===== src/rtl/test_enum_rx_sat_counter.sv =====
// Saturating up-counter with a synchronous clear that takes priority over increment.
module sat_counter #(
    parameter int CNT_W = 8
) (
    input  logic             clk,
    input  logic             rst_n,
    input  logic             inc,
    input  logic             clr,
    output logic [CNT_W-1:0] q
);

    logic [CNT_W-1:0] q_reg;

    always_ff @(posedge clk or negedge rst_n) begin
        if (!rst_n) begin
            q_reg <= '0;
        end else if (clr) begin
            q_reg <= '0;
        end else if (inc && (q_reg != {CNT_W{1'b1}})) begin
            q_reg <= q_reg + 1'b1;
        end
    end

    assign q = q_reg;

endmodule


===== config.mk =====
export PLATFORM = sky130hd
export DESIGN_NAME = sat_counter
export DESIGN_NICKNAME = d
export VERILOG_FILES = /design/src/rtl/test_enum_rx_sat_counter.sv
export SDC_FILE = /design/constraint.sdc
export NUM_CORES = 1
export LEC_CHECK = 0
export BUFFER_PORTS_ARGS = -buffer_cell sky130_fd_sc_hd__buf_2
export CAP_MARGIN = 20
export CORE_AREA = 2 2 39 41
export DETAILED_ROUTE_END_ITERATION = 6
export DIE_AREA = 0 0 41 43
export PLACE_DENSITY = 0.56
export SETUP_SLACK_MARGIN = 0.4
export SLEW_MARGIN = 20
export SYNTH_ARGS = -nofsm -noshare
export SYNTH_HDL_FRONTEND = slang
export SYNTH_SLANG_ARGS = --single-unit

===== constraint.sdc =====
create_clock -name clk -period 1.7 [get_ports clk]
set_input_delay 0.17 -clock clk [delete_from_list [all_inputs] [get_ports clk]]
set_output_delay 0.17 -clock clk [all_outputs]
set_load 0.1 [all_outputs]

== After elaboration in Yosys (flattened, before gate mapping) ==
Cells that the tools add are included.
Operators by class
  add/subtract/negate cells: 1
  multiply operators: 0
  divide/modulo/power cells: 0
  $lt $le $gt $ge: 0
  equal/unequal tests: 1
  shift-type cells: 0
  mux-type cells: 2
  bitwise operators: 0
  reductions and logical operators: 2
Operator list (number)
  $mux 8: 2
  $add 8x1->8 const B: 1
  $ne 8x8->1 const B: 1
  $reduce_bool 2->1: 1
  $logic_and 1x1->1: 1
Storage, ports and cells
  flip-flop bits (word level): 8
  bits in latches: 0
  bits in writable memories: 0
  ROM bits: 0
  input bits: 4
  logic and storage cells: 7
  memories kept: 0

== Logic depth before layout (Yosys ltp) ==
Gate-level depths: netlist of run 1.
  depth in word-level cells: 4
  mapped depth: 4
  depth with buffers taken out: 4

== Least setup slack after synthesis of run 1 ==
No wires, ideal clock.
  path kind: register -> register
  start point: register q_reg[0], in the netlist q[0]
  end point: register q_reg[0], in the netlist q[0]
  library setup time: 0.125 ns
  data arrival time: 2.010 ns
  required time: 1.575 ns
  setup slack: -0.435 ns
  stages on the path, launching flop included: 5
  buffers on the path: 0
  cell sequence: dfrtp_1 > ha_1 > and4_2 > a21boi_1 > mux2_2
On the way
  word-level cells in the longest chain between the ends: 3
  elaborated cells between the ends (all ways): 6
  classes of those cells: add/sub: 1; eq/ne: 1; mux: 2; reduce/logical: 2
RTL lines
  start, declared: line 12  | logic [CNT_W-1:0] q_reg;
  start signal, assigned: line 20  | q_reg <= q_reg + 1'b1;
  $add 8x1->8 / $ne 8x8->1 (equally long branches): line 20, 19
  $mux 8 / $logic_and 1x1->1 (equally long branches): line 19  | end else if (inc && (q_reg != {CNT_W{1'b1}})) begin
  $mux 8 / $reduce_bool 2->1 (equally long branches)
Parallel ways exist; a longest one is shown, timed or not. The select of a mux whose other input is x is not followed.
A chain may end at the register's enable or synchronous reset.

== Worst setup path in the final report of run 1 ==
  start point: register q_reg[1], in the netlist q[1]
  end point: register q_reg[0], in the netlist q[0]
On the way
  word-level cells in the longest chain between the ends: 3
RTL lines (line)
  $ne 8x8->1: 19
  $logic_and 1x1->1: 19
  $reduce_bool 2->1 (no source line)
No other way between the ends.

==> load_flow_metrics.sql, run 1 <==
INSERT INTO impl_metrics (metric_group, metric, value, unit) VALUES
('layout', 'finish.utilization', '0.501', ''),
('timing', 'slew-limit-headroom', '0.681', ''),
('placement', 'post-dp-hpwl', '740', 'um'),
('drt', 'route.final.wire_length', '1180', 'um'),
('yosys', 'yosys.cell_types.count', '28', ''),
('timing', 'period_minus_slack', '1.44', 'ns'),
('timing', 'worst_slew_pin_slew', '0.482', 'ns'),
('setup_path', 'cp_cell_sequence', 'ha_4, and4_4, a21boi_4, mux2_4', ''),
('timing', 'post-route-worst-setup-slack', '0.255', 'ns'),
('setup_path', 'reg2reg_to', 'q[0]', ''),
('layout', 'final_cell_mix', 'sky130_fd_sc_hd__dfrtp_4 (6), sky130_fd_sc_hd__clkbuf_4 (5), sky130_fd_sc_hd__buf_2 (5), sky130_fd_sc_hd__buf_4 (5)', ''),
('grt', 'antenna_found_initial', '0', ''),
('cts', 'root_buffer', 'sky130_fd_sc_hd__clkbuf_4', ''),
('cts', 'cts.clk_slew.worst_paths', '0.06', 'ns'),
('grt', 'grt_start_max_net_pins', '12', ''),
('cts', 'clock-sinks', '8', ''),
('setup_path', 'timing.critical_path.arrival', '1.59', 'ns'),
('timing', 'skew', '0.00298', 'ns'),
('layout', 'design_area', '693', 'um^2'),
('cts', 'cts_made_buffers', '3', ''),
('layout', 'largest_register_ff_count', '8', ''),
('setup_path', 'regToRegStartpoint', 'q[1]', ''),
('yosys', 'synth_top_cell_by_area', 'sky130_fd_sc_hd__dfrtp_1', ''),
('drt', 'initialDrtViolationCount', '3', ''),
('setup_path', 'cp-end-kind', 'flip-flop', ''),
('layout', 'instances_no_fill', '81', ''),
('placement', 'placed_cell_area', '577', 'um^2'),
('setup_path', 'timing.setup.critical_path_class', 'flip-flop to flip-flop', ''),
('drt', 'vias_per_cell', '5.58', ''),
('yosys', 'synthCells', '49', ''),
('layout', 'antenna-diode-count', '0', ''),
('floorplanning', 'io-pin-count', '12', ''),
('cts', 'ctsLongestPathBuffers', '2', ''),
('yosys', 'synth_area_per_cell', '9.47', 'um^2'),
('drt', 'drt_drc_violations_left', '0', ''),
('yosys', 'postSynthNetCount', '54', ''),
('floorplanning', 'floorplan.initialDensity', '0.335', ''),
('drt', 'dr.pass1.iters', '5', ''),
('yosys', 'synthesis.yosys.warnings', '0', ''),
('setup_path', 'reg2reg_slack', '0.26', 'ns'),
('setup_path', 'slowest_stage', 'sky130_fd_sc_hd__dfrtp_4', ''),
('yosys', 'post_synth_main_area_contributors', 'sky130_fd_sc_hd__dfrtp_1 (43%), sky130_fd_sc_hd__mux2_2 (4.9%), sky130_fd_sc_hd__nor3_1 (4.3%), sky130_fd_sc_hd__nand2b_1 (4.0%), sky130_fd_sc_hd__nor2b_1 (4.0%)', ''),
('placement', 'placement.setup.worst_slack', '0.177', 'ns'),
('hold_path', 'min_delay_worst_type', 'primary input to flip-flop', ''),
('grt', 'grt-busiest-layer', 'met2', ''),
('timing', 'timing.final.setup_violations', '0', ''),
('cts', 'clock_latency', '0.26', 'ns'),
('timing', 'timing.final.max_slew_violations', '0', ''),
('setup_path', 'slowest_delay', '0.49', 'ns'),
('floorplanning', 'std_cell_rows', '14', ''),
('floorplanning', 'coreArea', '1380', 'um^2'),
('outcome', 'run_status', 'finished clean', ''),
('timing', 'fmaxAchievable', '692', 'MHz'),
('job', 'max_capacitance_violation_total', '0', ''),
('yosys', 'synth_seq_area_share', '0.431', ''),
('drt', 'routed-via-count', '452', ''),
('cts', 'cts_tree', 'yes', ''),
('yosys', 'cell_area_after_synthesis', '464', 'um^2'),
('drt', 'drt-wirelength-per-cell', '14.6', 'um'),
('layout', 'syn2layout_area_growth', '49.3', '%'),
('grt', 'gr-usage-all-layers', '0.163', ''),
('floorplanning', 'die_w', '41', 'um'),
('drt', 'final_antenna_net_count', '0', ''),
('timing', 'final_hold_vio_count', '0', ''),
('setup_path', 'endpoint', 'q[0]', ''),
('power', 'pwr_density_cell', '653', 'nW/um^2'),
('cts', 'number_of_levels_the_h_tree_was_split_into', '1', ''),
('timing', 'rsz0062_at_grt', 'true', ''),
('yosys', 'synth_top_area_frac', '0.431', ''),
('layout', 'finish.net_count', '72', ''),
('layout', 'mostFrequentLayoutCell', 'sky130_fd_sc_hd__dfrtp_4', '');
-- layout make-up --
cell class	count	area, um^2
clock buffers	3	22.5
fillers	141	691
inverters	2	7.51
multi-input cells	37	308
flip-flops and latches	8	225
well taps	16	20.0
repair buffers	15	110
-- critical path: cells and delay by family (launching register included) --
family | cells | cell delay [ns]
flops | 1 | 0.49
mux | 1 | 0.31
simple gates | 1 | 0.20
fa+ha+maj | 1 | 0.17
compound gates | 1 | 0.17
-- cells in the mapped netlist --
master / number
sky130_fd_sc_hd__o21ai_0: 1
sky130_fd_sc_hd__and3_1: 1
sky130_fd_sc_hd__nor3b_1: 1
sky130_fd_sc_hd__clkbuf_1: 1
sky130_fd_sc_hd__nand3_2: 1
sky130_fd_sc_hd__and4_1: 1
sky130_fd_sc_hd__and4_2: 1
sky130_fd_sc_hd__a31oi_1: 1
sky130_fd_sc_hd__nand2_1: 2
sky130_fd_sc_hd__nor4_1: 1
sky130_fd_sc_hd__ha_1: 1
sky130_fd_sc_hd__nand2b_1: 3
sky130_fd_sc_hd__buf_2: 1
sky130_fd_sc_hd__inv_1: 2
sky130_fd_sc_hd__a41oi_1: 1
sky130_fd_sc_hd__nand3_1: 2
sky130_fd_sc_hd__dfrtp_1: 8
sky130_fd_sc_hd__nand4_1: 1
sky130_fd_sc_hd__nor3_1: 4
sky130_fd_sc_hd__mux2i_1: 1
sky130_fd_sc_hd__nor2b_1: 3
sky130_fd_sc_hd__nor2_1: 2
sky130_fd_sc_hd__mux2_2: 2
sky130_fd_sc_hd__a21oi_1: 3
sky130_fd_sc_hd__or3_1: 1
sky130_fd_sc_hd__a21boi_1: 1
sky130_fd_sc_hd__a2111oi_0: 1
sky130_fd_sc_hd__a211oi_1: 1
-- worst min path at each step --
stage | start | endpoint | slack (ns) | cells past startpoint
final | clr | q[7] | 0.23 | 2
after global routing | clr | q[7] | 0.22 | 2
after CTS | clr | q[7] | 0.21 | 2
after detailed placement | rst_n | q[7] | 0.03 | 1
after global placement | rst_n | q[7] | 0.03 | 1
after floorplan | rst_n | q[4] | -0.13 | 0
-- timing repair --
action                                  4_1_cts  5_1_grt
setup buffers                                 3        0
hold buffers                                  1        0
gates resized for setup                      11        6
endpoints found under the hold margin         8        0
pin swaps                                     2        1
endpoints found under the setup margin       10        9
-- cell families (layout without fill, tap and decap cells) --
group / count (synthesis) / after routing / share of synthesized area
fa+ha+maj: 1 / 1 / 0.0269
simple gates: 24 / 24 / 0.310
compound gates: 9 / 9 / 0.127
buf+inv: 4 / 20 / 0.0350
flops: 8 / 8 / 0.431
mux: 3 / 3 / 0.0701
-- routing by layer --
layer	wire (um)	vias up
li1	-	218
met2	554	15
met3	47	2
met4	15	0
met1	562	217
met5	0	-
-- where the power goes --
group	leakage, nW	internal, mW	switching [mW]
registers	0.0956	0.198	0.00522
clock network	0.0138	0.0816	0.0754
logic	0.159	0.0318	0.0609
(Power assumes the default switching activity.)
==> run 2: changes to the inputs <==
--- a/config.mk
+++ b/config.mk
@@ -5,12 +5,12 @@
 export SDC_FILE = /design/constraint.sdc
 export NUM_CORES = 1
 export LEC_CHECK = 0
+export ABC_AREA = 1
 export BUFFER_PORTS_ARGS = -buffer_cell sky130_fd_sc_hd__buf_2
 export CAP_MARGIN = 20
-export CORE_AREA = 2 2 39 41
+export CORE_UTILIZATION = 39
 export DETAILED_ROUTE_END_ITERATION = 6
-export DIE_AREA = 0 0 41 43
-export PLACE_DENSITY = 0.56
+export PLACE_DENSITY = 0.58
 export SETUP_SLACK_MARGIN = 0.4
 export SLEW_MARGIN = 20
 export SYNTH_ARGS = -nofsm -noshare
==> constraint.sdc (replaced) <==
create_clock -name clk -period 1.5 [get_ports clk]
set_input_delay 0.15 -clock clk [delete_from_list [all_inputs] [get_ports clk]]
set_output_delay 0.15 -clock clk [all_outputs]
set_load 0.1 [all_outputs]
==> run 2 against run 1 <==
Net effect:
- critical path depth grew 3
- clock-buffer cell count did not move
- synthesized cell count grew 51%
- core utilization is 18 points higher
- sequential share of layout area decreased by 4.5 points
- global-route usage up 4.5 points
- clock power grew 8%
==> load_flow_metrics.sql, run 2 <==
INSERT INTO impl_metrics (metric_group, metric, value, unit) VALUES
('outcome', 'run_status', 'finished clean', ''),
('drt', 'initialDrtViolationCount', '29', ''),
('power', 'power.share.switching', '0.359', ''),
('yosys', 'synthTopCellsByCount', 'sky130_fd_sc_hd__nand2_1 (25), sky130_fd_sc_hd__inv_1 (10), sky130_fd_sc_hd__nand3_1 (9), sky130_fd_sc_hd__dfrtp_1 (8), sky130_fd_sc_hd__nor2_1 (5)', ''),
('setup_path', 'crit_fanout', '4', ''),
('cts', 'cts_made_buffers', '3', ''),
('power', 'p_seq_frac', '0.425', ''),
('power', 'netSwitchingPower', '207', 'uW'),
('placement', 'post-dp-hpwl', '883', 'um'),
('cts', 'number_of_levels_the_h_tree_was_split_into', '1', ''),
('yosys', 'synth_seq_area_share', '0.391', ''),
('setup_path', 'worstPathBufferInverterCount', '2', ''),
('drt', 'route.final.wire_length', '1460', 'um'),
('layout', 'register_area', '220', 'um^2'),
('grt', 'antenna_found_initial', '0', ''),
('power', 'share_clk_of_total_power', '0.293', ''),
('setup_path', 'required', '1.69', 'ns'),
('layout', 'fillerInstances', '89', ''),
('layout', 'final_cell_mix', 'sky130_fd_sc_hd__nand2_1 (21), sky130_fd_sc_hd__inv_1 (10), sky130_fd_sc_hd__nand3_1 (9)', ''),
('cts', 'cts_tree', 'yes', ''),
('timing', 'timing.final.max_slew_violations', '0', ''),
('yosys', 'synth_area_per_cell', '6.92', 'um^2'),
('yosys', 'synth_seq_cells', '8', ''),
('power', 'pwr_density_cell', '732', 'nW/um^2'),
('setup_path', 'cp_cell_sequence', 'ha_4, nand2_4, buf_4, inv_1, nor3_1, nand2_1, nand2_1', ''),
('floorplanning', 'coreArea', '1160', 'um^2'),
('yosys', 'synth_top_cell_by_area', 'sky130_fd_sc_hd__dfrtp_1', ''),
('power', 'p_int', '369', 'uW'),
('cts', 'clock-sinks', '8', ''),
('setup_path', 'cp-end-kind', 'flip-flop', ''),
('floorplanning', 'floorplan.die_area', '1460', 'um^2'),
('floorplanning', 'die_h', '38.2', 'um'),
('layout', 'largest_register_ff_count', '8', ''),
('power', 'comb_power_share', '0.282', ''),
('cts', 'cts.clk_slew.worst_paths', '0.06', 'ns'),
('grt', 'grt_pass1_wl', '2010', 'um'),
('timing', 'fmaxAchievable', '741', 'MHz'),
('cts', 'root_buffer', 'sky130_fd_sc_hd__clkbuf_4', ''),
('drt', 'vias_per_cell', '5.07', ''),
('placement', 'place.gp.congestion', '0.783', ''),
('yosys', 'cell_area_after_synthesis', '512', 'um^2'),
('yosys', 'synth_enable_flop_cells', '0', ''),
('layout', 'finish.net_count', '100', ''),
('timing', 'rsz0062_at_grt', 'true', ''),
('placement', 'placement.setup.worst_slack', '0.177', 'ns'),
('floorplanning', 'std_cell_rows', '12', ''),
('setup_path', 'timing.setup.critical_path_class', 'flip-flop to flip-flop', ''),
('timing', 'final_hold_vio_count', '0', ''),
('setup_path', 'slowest_delay', '0.50', 'ns'),
('timing', 'worst_slew_pin_slew', '0.282', 'ns'),
('yosys', 'post_synth_main_area_contributors', 'sky130_fd_sc_hd__dfrtp_1 (39%), sky130_fd_sc_hd__nand2_1 (18%), sky130_fd_sc_hd__nand3_1 (8.8%), sky130_fd_sc_hd__inv_1 (7.3%), sky130_fd_sc_hd__a21oi_1 (3.9%)', ''),
('timing', 'fin_tns_setup', '0', 'ns'),
('timing', 'hold-worst-slack', '0.200', 'ns'),
('power', 'leakagePower', '0.368', 'nW'),
('yosys', 'yosys_most_used_dff', 'sky130_fd_sc_hd__dfrtp_1', ''),
('grt', 'globalRouteOverflowTotal', '0', ''),
('layout', 'syn2layout_area_growth', '53.8', '%'),
('layout', 'antenna-diode-count', '0', ''),
('grt', 'grt_start_max_net_pins', '9', ''),
('drt', 'routed-via-count', '542', ''),
('cts', 'ctsLongestPathBuffers', '2', ''),
('drt', 'dr.pass1.iters', '4', ''),
('yosys', 'postSynthNetCount', '79', ''),
('timing', 'post-route-worst-setup-slack', '0.150', 'ns'),
('grt', 'gr-usage-all-layers', '0.208', ''),
('cts', 'clock_latency', '0.25', 'ns'),
('timing', 'period_minus_slack', '1.35', 'ns'),
('floorplanning', 'io-pin-count', '12', ''),
('setup_path', 'timing.critical_path.arrival', '1.54', 'ns'),
('yosys', 'synthCells', '74', ''),
('floorplanning', 'floorplan.initialDensity', '0.443', ''),
('yosys', 'yosys.cell_types.count', '15', ''),
('hold_path', 'min_delay_worst_type', 'primary input to flip-flop', ''),
('timing', 'skew', '0.00634', 'ns'),
('floorplanning', 'die_w', '38.2', 'um'),
('layout', 'drive_above_1_share', '0.430', ''),
('timing', 'slew-limit-headroom', '0.811', ''),
('setup_path', 'critPathMostFrequentCell', 'sky130_fd_sc_hd__nand2_1', ''),
('timing', 'timing.final.setup_violations', '0', ''),
('placement', 'number_of_buffer_cells_added_on_primary_ports', '11', ''),
('setup_path', 'critical_path.top_delay_family', 'flip-flops', ''),
('layout', 'mostFrequentLayoutCell', 'sky130_fd_sc_hd__nand2_1', ''),
('setup_path', 'critical_path.startpoint_type', 'flip-flop', ''),
('setup_path', 'slowest_stage', 'sky130_fd_sc_hd__dfrtp_4', ''),
('yosys', 'post-synth-top-count-cell', 'sky130_fd_sc_hd__nand2_1', ''),
('grt', 'first_global_vias', '460', ''),
('power', 'vdd_ir_drop_max', '424', 'uV'),
('drt', 'final_antenna_net_count', '0', ''),
('yosys', 'synth_top_area_frac', '0.391', ''),
('yosys', 'async_flop_share', '1.00', ''),
('job', 'max_capacitance_violation_total', '0', ''),
('yosys', 'synthesis.yosys.warnings', '0', ''),
('drt', 'drt-wirelength-per-cell', '13.7', 'um'),
('layout', 'multiInputGateArea', '317', 'um^2'),
('drt', 'drt_drc_violations_left', '0', ''),
('timing', 'finalCritPeriodShare', '0.900', '');
[run 2: cell families after synthesis]
logic type	Yosys count	share of synthesized area
simple gates	46	0.399
buf+inv	11	0.0905
compound gates	8	0.0953
flops	8	0.391
fa+ha+maj	1	0.0244
[run 2: metrics by stage]
| step | std cells | cell area (um^2) | power, mW | utilization |
|---|---|---|---|---|
| 2_1_floorplan | 74 | 558 | 0.350 | - |
| 3_3_place_gp | 99 | 631 | 0.381 | 0.545 |
| 3_5_place_dp | 99 | 631 | 0.380 | 0.545 |
| 4_1_cts | 105 | 717 | 0.564 | 0.620 |
| 5_1_grt | 107 | 787 | 0.598 | 0.681 |
| 6_report | 107 | 787 | 0.576 | 0.681 |
[run 2: final cells by class]
| type | instances | share of cell area |
|---|---|---|
| clock buffers | 3 | 0.0286 |
| multi-input cells | 55 | 0.402 |
| inverters | 11 | 0.0588 |
| well taps | 14 | 0.0223 |
| flip-flops and latches | 8 | 0.280 |
| repair buffers | 16 | 0.208 |
[run 2: timing repair]
item	in CTS	in global routing
buffers inserted	2	2
hold buffers	1	0
endpoints found under the setup margin	16	14
gates resized for setup	12	17
pin swaps	1	3
hold endpoints to repair	8	0
[run 2: path summary, 6_finish.rpt]
| path | from | end | slack (ns) | cells past startpoint |
|---|---|---|---|---|
| worst max-delay path | q[0] | q[2] | 0.15 | 7 |
| worst min-delay path | inc | q[5] | 0.20 | 3 |
| worst max register to register | q[0] | q[2] | 0.15 | 7 |
| worst min register to register | q[6] | q[6] | 0.55 | 2 |
| max in group asynchronous | rst_n | q[0] | 1.02 | 2 |
| min in group asynchronous | rst_n | q[4] | 0.28 | 2 |
[run 2: metal layers]
metal / track usage / part of all wire / up-vias
li1: - / - / 271
met2: 0.267 / 0.49 / 16
met3: 0.0581 / 0.047 / 2
met1: 0.302 / 0.45 / 253
met5: 0 / 0 / -
met4: 0.125 / 0.011 / 0
[run 2: tightest hold or removal path, cell delays in order]
cell	delay [ns]
sky130_fd_sc_hd__buf_2	0.11
sky130_fd_sc_hd__nor3_1	0.06
sky130_fd_sc_hd__a21oi_2	0.10
[run 2: power groups by stage]
| stage | Clock (mW) | Sequential, mW | Combinational [mW] |
|---|---|---|---|
| 2_1_floorplan | 0 | 0.316 | 0.0346 |
| 3_3_place_gp | 0 | 0.247 | 0.133 |
| 3_5_place_dp | 0 | 0.248 | 0.132 |
| 4_1_cts | 0.173 | 0.244 | 0.146 |
| 5_1_grt | 0.182 | 0.246 | 0.170 |
| 6_report | 0.169 | 0.245 | 0.162 |
